<file path="src/rtl/btn_cmd_conditioner.sv">
// btn_cmd_conditioner
// Turns the raw board push-button and mode switch into clean, one-shot
// commands for the demo sequencer. Both raw inputs are synchronised and
// debounced. A one-deep pending slot holds a press that arrives while the
// sequencer is busy, and presses that find the slot full are counted.
// A button held through reset is ignored until it has been seen released.
//
// Optional feature: define BTN_AUTO_REPEAT_EN to generate repeat presses
// while the button is held (first after REPEAT_DELAY, then every
// REPEAT_PERIOD cycles). Without it a held button yields one press only.

module btn_cmd_conditioner #(
   parameter int DEBOUNCE_CYCLES = 250000,
   parameter int CNT_WIDTH       = 25,
   parameter int HOLDOFF         = 2,
   parameter int REPEAT_DELAY    = 25000000,
   parameter int REPEAT_PERIOD   = 5000000
) (
   input  logic       clk,
   input  logic       rstn,
   input  logic       start_btn_n,
   input  logic       mode_sw,
   input  logic       ready,
   output logic       start_n_out,
   output logic       mode_out,
   output logic       cmd_pulse,
   output logic       pending,
   output logic [7:0] drop_cnt
);

   localparam logic [CNT_WIDTH-1:0] CNT_ZERO = CNT_WIDTH'(0);
   localparam logic [CNT_WIDTH-1:0] CNT_ONE  = CNT_WIDTH'(1);
   localparam logic [CNT_WIDTH-1:0] DB_LAST  = CNT_WIDTH'(DEBOUNCE_CYCLES - 1);
   localparam int                   HO_W     = (HOLDOFF < 1) ? 1 : $clog2(HOLDOFF + 1);
   localparam logic [HO_W-1:0]      HO_LOAD  = HO_W'(HOLDOFF);
   localparam logic [HO_W-1:0]      HO_ZERO  = HO_W'(0);
   localparam logic [HO_W-1:0]      HO_ONE   = HO_W'(1);

   typedef enum logic [0:0] {
      BTN_UP   = 1'b0,
      BTN_DOWN = 1'b1
   } btn_state_t;

   // Saturating increment for the 8-bit drop counter
   function automatic logic [7:0] sat_inc8(input logic [7:0] val);
      if (val == 8'hFF) begin
         sat_inc8 = 8'hFF;
      end else begin
         sat_inc8 = val + 8'd1;
      end
   endfunction

   logic                 start_meta_r;
   logic                 start_sync_r;
   logic                 mode_meta_r;
   logic                 mode_sync_r;
   logic [1:0]           sync_vld_r;
   logic                 start_stable_r;
   logic                 mode_stable_r;
   logic [CNT_WIDTH-1:0] start_cnt_r;
   logic [CNT_WIDTH-1:0] mode_cnt_r;
   logic                 armed_r;
   logic [CNT_WIDTH-1:0] arm_cnt_r;
   btn_state_t           state_r;
   logic [HO_W-1:0]      holdoff_r;
   logic                 pending_r;
   logic [7:0]           drop_cnt_r;
   logic                 start_n_out_r;
   logic                 mode_out_r;
   logic                 cmd_pulse_r;
   logic                 btn_press_s;
   logic                 rpt_press_s;
   logic                 press_s;
   logic                 issue_s;

   // Two-flop synchronisers; sync_vld_r marks when start_sync_r holds a real sample
   always_ff @(posedge clk) begin
      if (!rstn) begin
         start_meta_r <= 1'b1;
         start_sync_r <= 1'b1;
         mode_meta_r  <= 1'b0;
         mode_sync_r  <= 1'b0;
         sync_vld_r   <= 2'b00;
      end else begin
         start_meta_r <= start_btn_n;
         start_sync_r <= start_meta_r;
         mode_meta_r  <= mode_sw;
         mode_sync_r  <= mode_meta_r;
         sync_vld_r   <= {sync_vld_r[0], 1'b1};
      end
   end

   // Debounce the start button: commit a new level after DEBOUNCE_CYCLES differing cycles
   always_ff @(posedge clk) begin
      if (!rstn) begin
         start_stable_r <= 1'b1;
         start_cnt_r    <= CNT_ZERO;
      end else if (start_sync_r == start_stable_r) begin
         start_cnt_r <= CNT_ZERO;
      end else if (start_cnt_r == DB_LAST) begin
         start_stable_r <= start_sync_r;
         start_cnt_r    <= CNT_ZERO;
      end else begin
         start_cnt_r <= start_cnt_r + CNT_ONE;
      end
   end

   // Debounce the mode switch with the same rule as the button
   always_ff @(posedge clk) begin
      if (!rstn) begin
         mode_stable_r <= 1'b0;
         mode_cnt_r    <= CNT_ZERO;
      end else if (mode_sync_r == mode_stable_r) begin
         mode_cnt_r <= CNT_ZERO;
      end else if (mode_cnt_r == DB_LAST) begin
         mode_stable_r <= mode_sync_r;
         mode_cnt_r    <= CNT_ZERO;
      end else begin
         mode_cnt_r <= mode_cnt_r + CNT_ONE;
      end
   end

   // Arm presses only after the button has been seen released for a full debounce window
   always_ff @(posedge clk) begin
      if (!rstn) begin
         armed_r   <= 1'b0;
         arm_cnt_r <= CNT_ZERO;
      end else if (armed_r) begin
         armed_r   <= 1'b1;
         arm_cnt_r <= CNT_ZERO;
      end else if (sync_vld_r[1] && start_sync_r) begin
         if (arm_cnt_r == DB_LAST) begin
            armed_r   <= 1'b1;
            arm_cnt_r <= CNT_ZERO;
         end else begin
            armed_r   <= 1'b0;
            arm_cnt_r <= arm_cnt_r + CNT_ONE;
         end
      end else begin
         armed_r   <= 1'b0;
         arm_cnt_r <= CNT_ZERO;
      end
   end

`ifdef BTN_AUTO_REPEAT_EN
   localparam logic [CNT_WIDTH-1:0] RPT_FIRST = CNT_WIDTH'(REPEAT_DELAY - 1);
   localparam logic [CNT_WIDTH-1:0] RPT_NEXT  = CNT_WIDTH'(REPEAT_PERIOD - 1);

   logic [CNT_WIDTH-1:0] rpt_cnt_r;
   logic                 rpt_phase_r;
   logic [CNT_WIDTH-1:0] rpt_target_s;

   // Repeat press when the held-time counter reaches the current interval
   always_comb begin
      rpt_target_s = RPT_FIRST;
      rpt_press_s  = 1'b0;
      if (rpt_phase_r) begin
         rpt_target_s = RPT_NEXT;
      end else begin
         rpt_target_s = RPT_FIRST;
      end
      if (armed_r && (state_r == BTN_DOWN) && !start_stable_r && (rpt_cnt_r == rpt_target_s)) begin
         rpt_press_s = 1'b1;
      end else begin
         rpt_press_s = 1'b0;
      end
   end

   // Held-time counter: runs only in DOWN, restarts after each repeat
   always_ff @(posedge clk) begin
      if (!rstn || (state_r != BTN_DOWN)) begin
         rpt_cnt_r   <= CNT_ZERO;
         rpt_phase_r <= 1'b0;
      end else if (rpt_press_s) begin
         rpt_cnt_r   <= CNT_ZERO;
         rpt_phase_r <= 1'b1;
      end else begin
         rpt_cnt_r   <= rpt_cnt_r + CNT_ONE;
         rpt_phase_r <= rpt_phase_r;
      end
   end
`else
   logic unused_rpt_cfg_s;
   assign unused_rpt_cfg_s = REPEAT_DELAY[0] ^ REPEAT_PERIOD[0];
   assign rpt_press_s      = 1'b0;
`endif

   // Press detection and issue decision for this cycle
   always_comb begin
      btn_press_s = 1'b0;
      press_s     = 1'b0;
      issue_s     = 1'b0;
      if (armed_r && (state_r == BTN_UP) && !start_stable_r) begin
         btn_press_s = 1'b1;
      end else begin
         btn_press_s = 1'b0;
      end
      press_s = btn_press_s | rpt_press_s;
      if ((press_s || pending_r) && ready && (holdoff_r == HO_ZERO)) begin
         issue_s = 1'b1;
      end else begin
         issue_s = 1'b0;
      end
   end

   // Button FSM with the pending slot, holdoff, drop counter and registered outputs
   always_ff @(posedge clk) begin
      if (!rstn) begin
         state_r       <= BTN_UP;
         holdoff_r     <= HO_ZERO;
         pending_r     <= 1'b0;
         drop_cnt_r    <= 8'd0;
         start_n_out_r <= 1'b1;
         cmd_pulse_r   <= 1'b0;
         mode_out_r    <= 1'b0;
      end else begin
         case (state_r)
            BTN_UP: begin
               if (!start_stable_r) begin
                  state_r <= BTN_DOWN;
               end else begin
                  state_r <= BTN_UP;
               end
            end
            BTN_DOWN: begin
               if (start_stable_r) begin
                  state_r <= BTN_UP;
               end else begin
                  state_r <= BTN_DOWN;
               end
            end
            default: state_r <= BTN_UP;
         endcase

         cmd_pulse_r   <= issue_s;
         start_n_out_r <= ~issue_s;

         if (issue_s) begin
            // A new press arriving while the pending one issues stays in the slot
            mode_out_r <= mode_stable_r;
            pending_r  <= press_s & pending_r;
            holdoff_r  <= HO_LOAD;
         end else begin
            mode_out_r <= mode_out_r;
            if (holdoff_r != HO_ZERO) begin
               holdoff_r <= holdoff_r - HO_ONE;
            end else begin
               holdoff_r <= holdoff_r;
            end
            if (press_s && !pending_r) begin
               pending_r <= 1'b1;
            end else if (press_s) begin
               pending_r  <= 1'b1;
               drop_cnt_r <= sat_inc8(drop_cnt_r);
            end else begin
               pending_r <= pending_r;
            end
         end
      end
   end

   assign start_n_out = start_n_out_r;
   assign mode_out    = mode_out_r;
   assign cmd_pulse   = cmd_pulse_r;
   assign pending     = pending_r;
   assign drop_cnt    = drop_cnt_r;

endmodule
</file>
<file path="config.mk">
export PLATFORM = sky130hd
export DESIGN_NAME = btn_cmd_conditioner
export DESIGN_NICKNAME = d
export VERILOG_FILES = /design/src/rtl/btn_cmd_conditioner.sv
export SDC_FILE = /design/constraint.sdc
export NUM_CORES = 1
export LEC_CHECK = 0
export BUFFER_PORTS_ARGS = -buffer_cell sky130_fd_sc_hd__buf_2
export CORE_MARGIN = 2
export CORE_UTILIZATION = 30
export CTS_BUF_LIST = sky130_fd_sc_hd__clkbuf_8
export DETAILED_ROUTE_END_ITERATION = 6
export PLACE_DENSITY = 0.52
export RECOVER_POWER = 100
export SETUP_SLACK_MARGIN = 0.05
export SLEW_MARGIN = 20
export SYNTH_ARGS = -nofsm -noshare
export SYNTH_HDL_FRONTEND = slang
export SYNTH_SLANG_ARGS = --single-unit
</file>
<file path="constraint.sdc">
create_clock -name clk -period 2.7 [get_ports clk]
set_input_delay 0.27 -clock clk [delete_from_list [all_inputs] [get_ports clk]]
set_output_delay 0.27 -clock clk [all_outputs]
set_load 0.05 [all_outputs]
</file>
# Word level (Yosys, flattened, before mapping)
# Index checks and enable logic that the tools add are counted.
# Widths: inputs -> output; s select.
[totals]
out_inout_bits = 12
input_bits = 5
word_cells = 72
register_bits = 99
[op_classes]
n_eq_ne = 6
n_addsub = 5
mux = 13
bitwise_logic = 8
reduce_logical = 20
[op_table]
columns = ["cell", "count"]
rows = [
  ["$add 25x1->25 const B", 3],
  ["$eq 25x18->1 const B", 3],
  ["$mux 1", 10],
  ["$add 8x1->8 const B", 1],
  ["$eq 8x8->1 const B", 1],
  ["$mux 8", 1],
  ["$not 1->1", 7],
  ["$logic_and 1x1->1", 6],
  ["$reduce_or 3->1", 2],
  ["$mux 2", 2],
  ["$reduce_and 2->1", 2],
  ["$reduce_bool 2->1", 2],
  ["$reduce_or 4->1", 1],
  ["$reduce_and 3->1", 1],
  ["$reduce_bool 3->1", 1],
  ["$eq 1x1->1", 2],
  ["$logic_not 1->1", 2],
  ["$logic_not 2->1", 1],
  ["$reduce_or 2->1", 1],
  ["$sub 2x1->2 const B", 1],
  ["$and 1x1->1", 1],
  ["$logic_or 1x1->1", 1],
]

# Longest topological paths before layout
# Gate-level depths: netlist of run 1.
[depth]
ltp_word = 10
ltp_mapped = 6
ltp_nobuf = 5

# Worst setup path before layout of run 1
# OpenSTA, ideal clock, no wires.
[synth_path]
path_kind = "reg2reg"
startpoint = "reg mode_cnt_r[4]"
endpoint = "reg mode_cnt_r[23]"
stages_incl_launch_ff = 6
arrival_ns = 1.747
period_less_slack_ns = 1.877
setup_time_ns = 0.130
t_required_ns = 2.570
n_path_buf = 1
setup_slack_ns = 0.823
cell_sequence = "dfxtp_1 -> or4b_1 -> or4_4 -> o211ai_4 -> buf_4 -> a21oi_1"
[synth_via]
elab_chain_len = 2
word_cells_on_any_way = 3
cone_classes = "add/sub (1); eq/ne (1); reduce/logical (1)"
[synth_lines]
columns = ["element", "line_no", "rtl"]
rows = [
  ["start: declaration", "61", "logic [CNT_WIDTH-1:0] mode_cnt_r;"],
  ["start signal: assignment", "119", "mode_cnt_r <= mode_cnt_r + CNT_ONE;"],
  ["branches (longest 2 deep; another with $add 25x1->25)", "-", ""],
]
# Parallel ways; which one is timed is not known.
# A chain may end at the register's enable or synchronous reset.

# Worst setup path in the final report of run 1
[layout_path]
startpoint = "reg mode_cnt_r[4]"
endpoint = "reg mode_cnt_r[9]"
# Same word-level chain as after synthesis.

==> results of run 1 <==
[layout by cell type, fill, tap and decap left out, types with 3 or more instances in the layout]
cell,netlist,routed
o21a_1,3,3
nand3_1,29,29
buf_2,5,3
and2_1,7,6
clkbuf_8,0,10
or2_2,5,5
nand4_1,24,24
a21oi_1,33,33
bufinv_16,0,4
clkbuf_1,12,13
nor4b_1,4,4
or3_1,19,19
nand4b_1,4,4
inv_1,15,15
or4_1,11,12
nor4_1,9,9
o31ai_1,5,5
ha_1,4,4
and3_1,10,10
o21ai_0,26,27
xnor2_1,26,26
dfxtp_1,99,99
a311oi_1,3,3
and4_1,9,9
nor2_1,58,58
nor3_1,15,15
xor2_1,15,15
nand2_1,26,26
[routing by layer]
metal  vias to the layer above  wire (um)
li1                       1890          -
met1                      1721       4550
met2                        44       4320
met3                         6        300
met4                         0         72
met5                         -          0
[through the flow]
step | utilization (%) | instance area, um2 | setup slack, ps | instances
floorplan | - | 4510 | 823 | 514
global placement | 32.5 | 4740 | 520 | 695
detailed placement | 32.5 | 4740 | 487 | 695
CTS | 34.3 | 5000 | 457 | 710
global route | 34.1 | 4970 | 298 | 710
finish | 34.1 | 4970 | 417 | 710
[worst max path at each step]
stage	from	to	slack, ps	depth (start not counted)
floorplan	mode_cnt_r[4]	mode_cnt_r[23]	820	5
global placement	mode_cnt_r[4]	mode_cnt_r[2]	520	4
detailed placement	mode_cnt_r[4]	mode_cnt_r[2]	490	4
CTS	mode_cnt_r[4]	mode_cnt_r[9]	460	4
global route	mode_cnt_r[4]	mode_cnt_r[7]	300	4
finish	mode_cnt_r[4]	mode_cnt_r[9]	420	4
[kinds of logic (layout without fill, tap and decap cells)]
| kind of cell | after synthesis | count (layout) | synth area share [%] |
|---|---|---|---|
| AO/OA/AOI/OAI | 84 | 84 | 11.5 |
| XOR/XNOR | 41 | 41 | 7.96 |
| adder cells (fa/ha/maj) | 4 | 4 | 1.11 |
| buffers and inverters | 36 | 48 | 3.47 |
| flip-flops | 99 | 99 | 43.9 |
| multiplexers | 1 | 1 | 0.222 |
| AND/OR/NAND/NOR | 249 | 249 | 31.8 |
[power groups by stage]
stage,Sequential [mW],Clock (mW),Combinational [mW]
floorplan,1.50,0,0.0221
global placement,1.50,0,0.0314
detailed placement,1.50,0,0.0319
CTS,1.47,1.28,0.0321
global route,1.47,1.33,0.0346
finish,1.47,1.24,0.0300
[state kept, by name, indices dropped and copies added, names as in the netlist, 2 cells and up]
name and flops:
arm_cnt_r 25, mode_cnt_r 25, start_cnt_r 25, drop_cnt 8, holdoff_r 2, sync_vld_r 2
[layout make-up]
type                    instances  area (um2)
clock buffers                  10         138
clock inverters                 5         125
fillers                      1492        9620
inverters                      15        56.3
multi-input cells             379        2370
flip-flops and latches         99        1980
well taps                     184         230
repair buffers                 18        73.8
[critical path, stage by stage, from the launching register on]
cell and delay (ps):
dfxtp_1 380, or4b_1 540, or4_1 490, o211ai_4 610
nor2_1 130
==> metrics.yaml, run 1 <==
timing:
  fin_crit_sh_pct: 84.6
  worst_slew_pin_slew_ps: 824
  finalHoldWorstSlack_ps: 97.5
  final_max_slew_viol_count: 0
  fmax_mhz: 438
  fin_skew_ps: 13.3
  setup_viol: 0
  slew_headroom_pct: 44.6
  period_needed_ps: 2280
  hold_viol: 0
  rsz0062_at_grt: "false"
  fin_setup_tns_ps: 0
global_routing:
  grt_util_met2_pct: 20.1
  use_met3_pct: 3.96
  antenna_found_initial: 0
  use_met1_pct: 15.1
  grt_pass1_vias: 3459
  grt_usage_pct: 12.1
  grt_max_degree: 26
  grt_overflow: 0
  grt_pass1_wl_um: 16300
  grt.busiest_layer: "met2"
status:
  status: "completed"
power_and_ir_drop:
  power.share.switching_pct: 19.6
  p_comb_share_pct: 1.1
  power.density_mw_per_mm2: 551
  totalPowerFinal_mw: 2.74
  peakVddDrop_uv: 206
  p_sw_mw: 0.536
  p_int_mw: 2.20
  clkPwrFrac_pct: 45.3
  leakagePower_nw: 1.48
  pwr-share-seq_pct: 53.6
cts:
  clk_latency_ps: 370
  postCtsSetupBuffers: 0
  htree_levels: 3
  post_cts_resized: 0
  path_clk_slew_ps: 100
  tritoncts: "built"
  cts_max_path_buffers: 2
  cts_made_buffers: 9
  ctsHoldBuffers: 0
  cts_sinks: 99
  cts_root_buf: "clkbuf_8"
synthesis:
  ys.flop_type: "dfxtp_1"
  yosysWarnings: 0
  synth_common_cells: "dfxtp_1, nor2_1, a21oi_1"
  synth_top_area_share_pct: 43.9
  synth_cells: 514
  netlist_area_mm2: 0.00451
  ys_ff_latch: 99
  synth.avg_cell_area_um2: 8.78
  synth_edf_count: 0
  yosysMostFrequentCell: "dfxtp_1"
  yosysUniqueCellTypes: 55
  ys_async_sr_fraction_pct: 0
  synth_top_area_cell: "dfxtp_1"
  synthTopCellsByArea: "dfxtp_1, xnor2_1, nor2_1, a21oi_1, nand4_1"
  ys_seq_area_share_pct: 43.9
  syn_nets: 523
critical_path:
  r2r_start: "mode_cnt_r[4]"
  reg2reg_depth: 4
  crit_path_end_kind: "flip-flop"
  r2r_slack_ps: 420
  path_class: "reg -> reg"
  regToRegEndpoint: "mode_cnt_r[9]"
  start_kind: "flip-flop"
  worstPathMaxFanout: 25
  arrival_ps: 2510
  required_ps: 2930
worst_hold_path:
  hp-class: "in -> reg"
  min_from: "start_btn_n"
  hold-path-endpoint: "start_meta_r"
  min_path_cells: 2
detailed_routing:
  drcViolationCount: 0
  ant_nets: 0
  totalWireLength_um: 9230
  vias_per_cell: 5.16
  drt_iter0_drc: 249
  wl_per_cell_um: 13.0
  drt_pass1_iterations: 4
  vias: 3661
floorplan:
  start_util_pct: 30.9
  die_area_mm2: 0.0160
  io_pins: 17
  rows: 44
  core-area_mm2: 0.0146
  die_h_um: 127
  die_x_um: 127
placed_design:
  gp_congestion: 0.768
  dp_hpwl_um: 6340
  portBuffers: 16
cells_and_area:
  area_growth_pct: 10.1
  nets: 531
  drive_gt1_share_pct: 7.03
  n_antenna_cell: 0
job:
  drv_cap: 0
No activity file was read; power rests on OpenSTA's default activity.
==> run 2: changes to the inputs <==
clock period = 2.2 ns   (was 2.7 ns; I/O delays follow)
==> metrics.yaml, run 2 (synthesis results as in run 1) <==
cells_and_area:
  most-common-layout-cells: "dfxtp_1, nor2_1, a21oi_1"
  n_antenna_cell: 0  # unchanged
  area_growth_pct: 12.3
  drive_gt1_share_pct: 8.67  # +1.6 points
  multi_input_area_mm2: 0.00235  # -0.58%
  top_regs: "arm_cnt_r x25, mode_cnt_r x25, start_cnt_r x25"
  fin_area_mm2: 0.00507  # +2.0%
  nets: 546  # +2.8%
  regArea_mm2: 0.00198  # unchanged
  layout_commonest_cell: "dfxtp_1"
  num-fill-cells: 1491  # -0.067%
placed_design:
  gp_congestion: 0.827  # +7.6%
  place_ws_ps: 195  # -293 ps
  dp_hpwl_um: 6710  # +5.9%
  portBuffers: 16  # unchanged
  dpl-instance-area_mm2: 0.00488  # +2.9%
detailed_routing:
  drt_iter0_drc: 247  # -0.80%
  vias: 3733  # +2.0%
  drt_pass1_iterations: 5  # +1
  totalWireLength_um: 9480  # +2.7%
  ant_nets: 0  # unchanged
  wl_per_cell_um: 13.1  # +0.44%
  vias_per_cell: 5.14  # -0.28%
  drcViolationCount: 0  # unchanged
cts:
  cts_max_path_buffers: 2  # unchanged
  path_clk_slew_ps: 90  # about the same
  htree_levels: 3  # unchanged
  tritoncts: "built"
  cts_made_buffers: 9  # unchanged
  postCtsSetupBuffers: 0  # unchanged
  cts_sinks: 99  # unchanged
  clk_latency_ps: 370  # about the same
  ctsHoldBuffers: 0  # unchanged
  post_cts_resized: 0  # unchanged
  cts_root_buf: "clkbuf_8"
power_and_ir_drop:
  p_sw_mw: 0.641  # +20%
  clkPwrFrac_pct: 42.9  # -2.4 points
  leakagePower_nw: 1.55  # +4.2%
  p_int_mw: 2.59  # +18%
  pwr-share-seq_pct: 55.7  # +2.1 points
  power.share.switching_pct: 19.8  # +0.25 points
  power.density_mw_per_mm2: 638  # +16%
  totalPowerFinal_mw: 3.23  # +18%
  peakVddDrop_uv: 232  # +13%
  p_comb_share_pct: 1.3  # +0.2 points
critical_path:
  arrival_ps: 2320  # -190 ps
  cp_num_buf_inv: 1  # +1
  start_kind: "flip-flop"
  required_ps: 2450  # -480 ps
  critical-path-top-delay-family: "simple AND/OR/NAND/NOR gates"
  critPathSlowestCell: "or4b_1"
  worstPathMaxFanout: 25  # unchanged
  cp_cell_sequence: "or4b_1 -> or4_1 -> o211ai_1 -> buf_12 -> a21oi_1"
  slowest_delay_ps: 530  # -80 ps
  path_class: "reg -> reg"
  crit_path_end_kind: "flip-flop"
global_routing:
  grt_max_degree: 26  # unchanged
  grt_pass1_vias: 3611  # +4.4%
  antenna_found_initial: 0  # unchanged
  grt_usage_pct: 12.4  # +0.23 points
  grt_pass1_wl_um: 16500  # +1.3%
  grt_overflow: 0  # unchanged
timing:
  fin_ws_ps: 134  # -282 ps
  fin_crit_sh_pct: 93.9  # +9.3 points
  finalHoldWorstSlack_ps: 40.7  # -56.8 ps
  worst_slew_pin_slew_ps: 654  # -170 ps
  fin_skew_ps: 4.77  # -8.52 ps
  rsz0062_at_grt: "false"
  hold_viol: 0  # unchanged
  fmax_mhz: 484  # +11%
  setup_viol: 0  # unchanged
  period_needed_ps: 2070  # -218 ps
  slew_headroom_pct: 56.4  # +12 points
  final_max_slew_viol_count: 0  # unchanged
  fin_setup_tns_ps: 0  # unchanged
status:
  status: "completed"
floorplan:
  die_h_um: 127  # unchanged
  io_pins: 17  # unchanged
  die_area_mm2: 0.0160  # unchanged
  rows: 44  # unchanged
  die_x_um: 127  # unchanged
  start_util_pct: 30.9  # unchanged
  core-area_mm2: 0.0146  # unchanged
job:
  drv_cap: 0  # unchanged
worst_hold_path:
  hp-class: "in -> reg"
run 2: final cells by class:
| class | count | share of cell area (%) |
|---|---|---|
| repair buffers | 33 | 4.05 |
| flip-flops and latches | 99 | 39.1 |
| well taps | 184 | 4.54 |
| inverters | 15 | 1.11 |
| multi-input cells | 379 | 46.4 |
| clock buffers | 10 | 2.72 |
| clock inverters | 6 | 2.07 |
run 2: through the flow:
step / utilization, % / cells
2_1_floorplan: - / 514
6_report: 34.7 / 726
5_1_grt: 34.7 / 726
4_1_cts: 35.1 / 726
3_3_place_gp: 33.4 / 710
3_5_place_dp: 33.4 / 710
run 2: power groups by stage:
stage	registers (mW)	clock network [mW]	logic (mW)
2_1_floorplan	1.84	0	0.0271
3_3_place_gp	1.84	0	0.0468
3_5_place_dp	1.84	0	0.0473
4_1_cts	1.80	1.45	0.0477
5_1_grt	1.80	1.53	0.0490
6_report	1.80	1.39	0.0429
run 2: path summary, 6_finish.rpt:
kind,slack [ps],to,depth (start not counted),from
setup / recovery,130,mode_cnt_r[22],5,mode_cnt_r[4]
hold / removal,40,start_meta_r,2,start_btn_n
setup reg to reg,130,mode_cnt_r[22],5,mode_cnt_r[4]
hold reg to reg,430,start_sync_r,1,start_meta_r
run 2: layer usage:
metal	vias up	track usage, %	wire length (um)
met4	0	4.20	114
met3	10	4.01	275
met1	1761	15.9	4740
met5	-	0	0
li1	1913	-	-
met2	49	19.5	4360
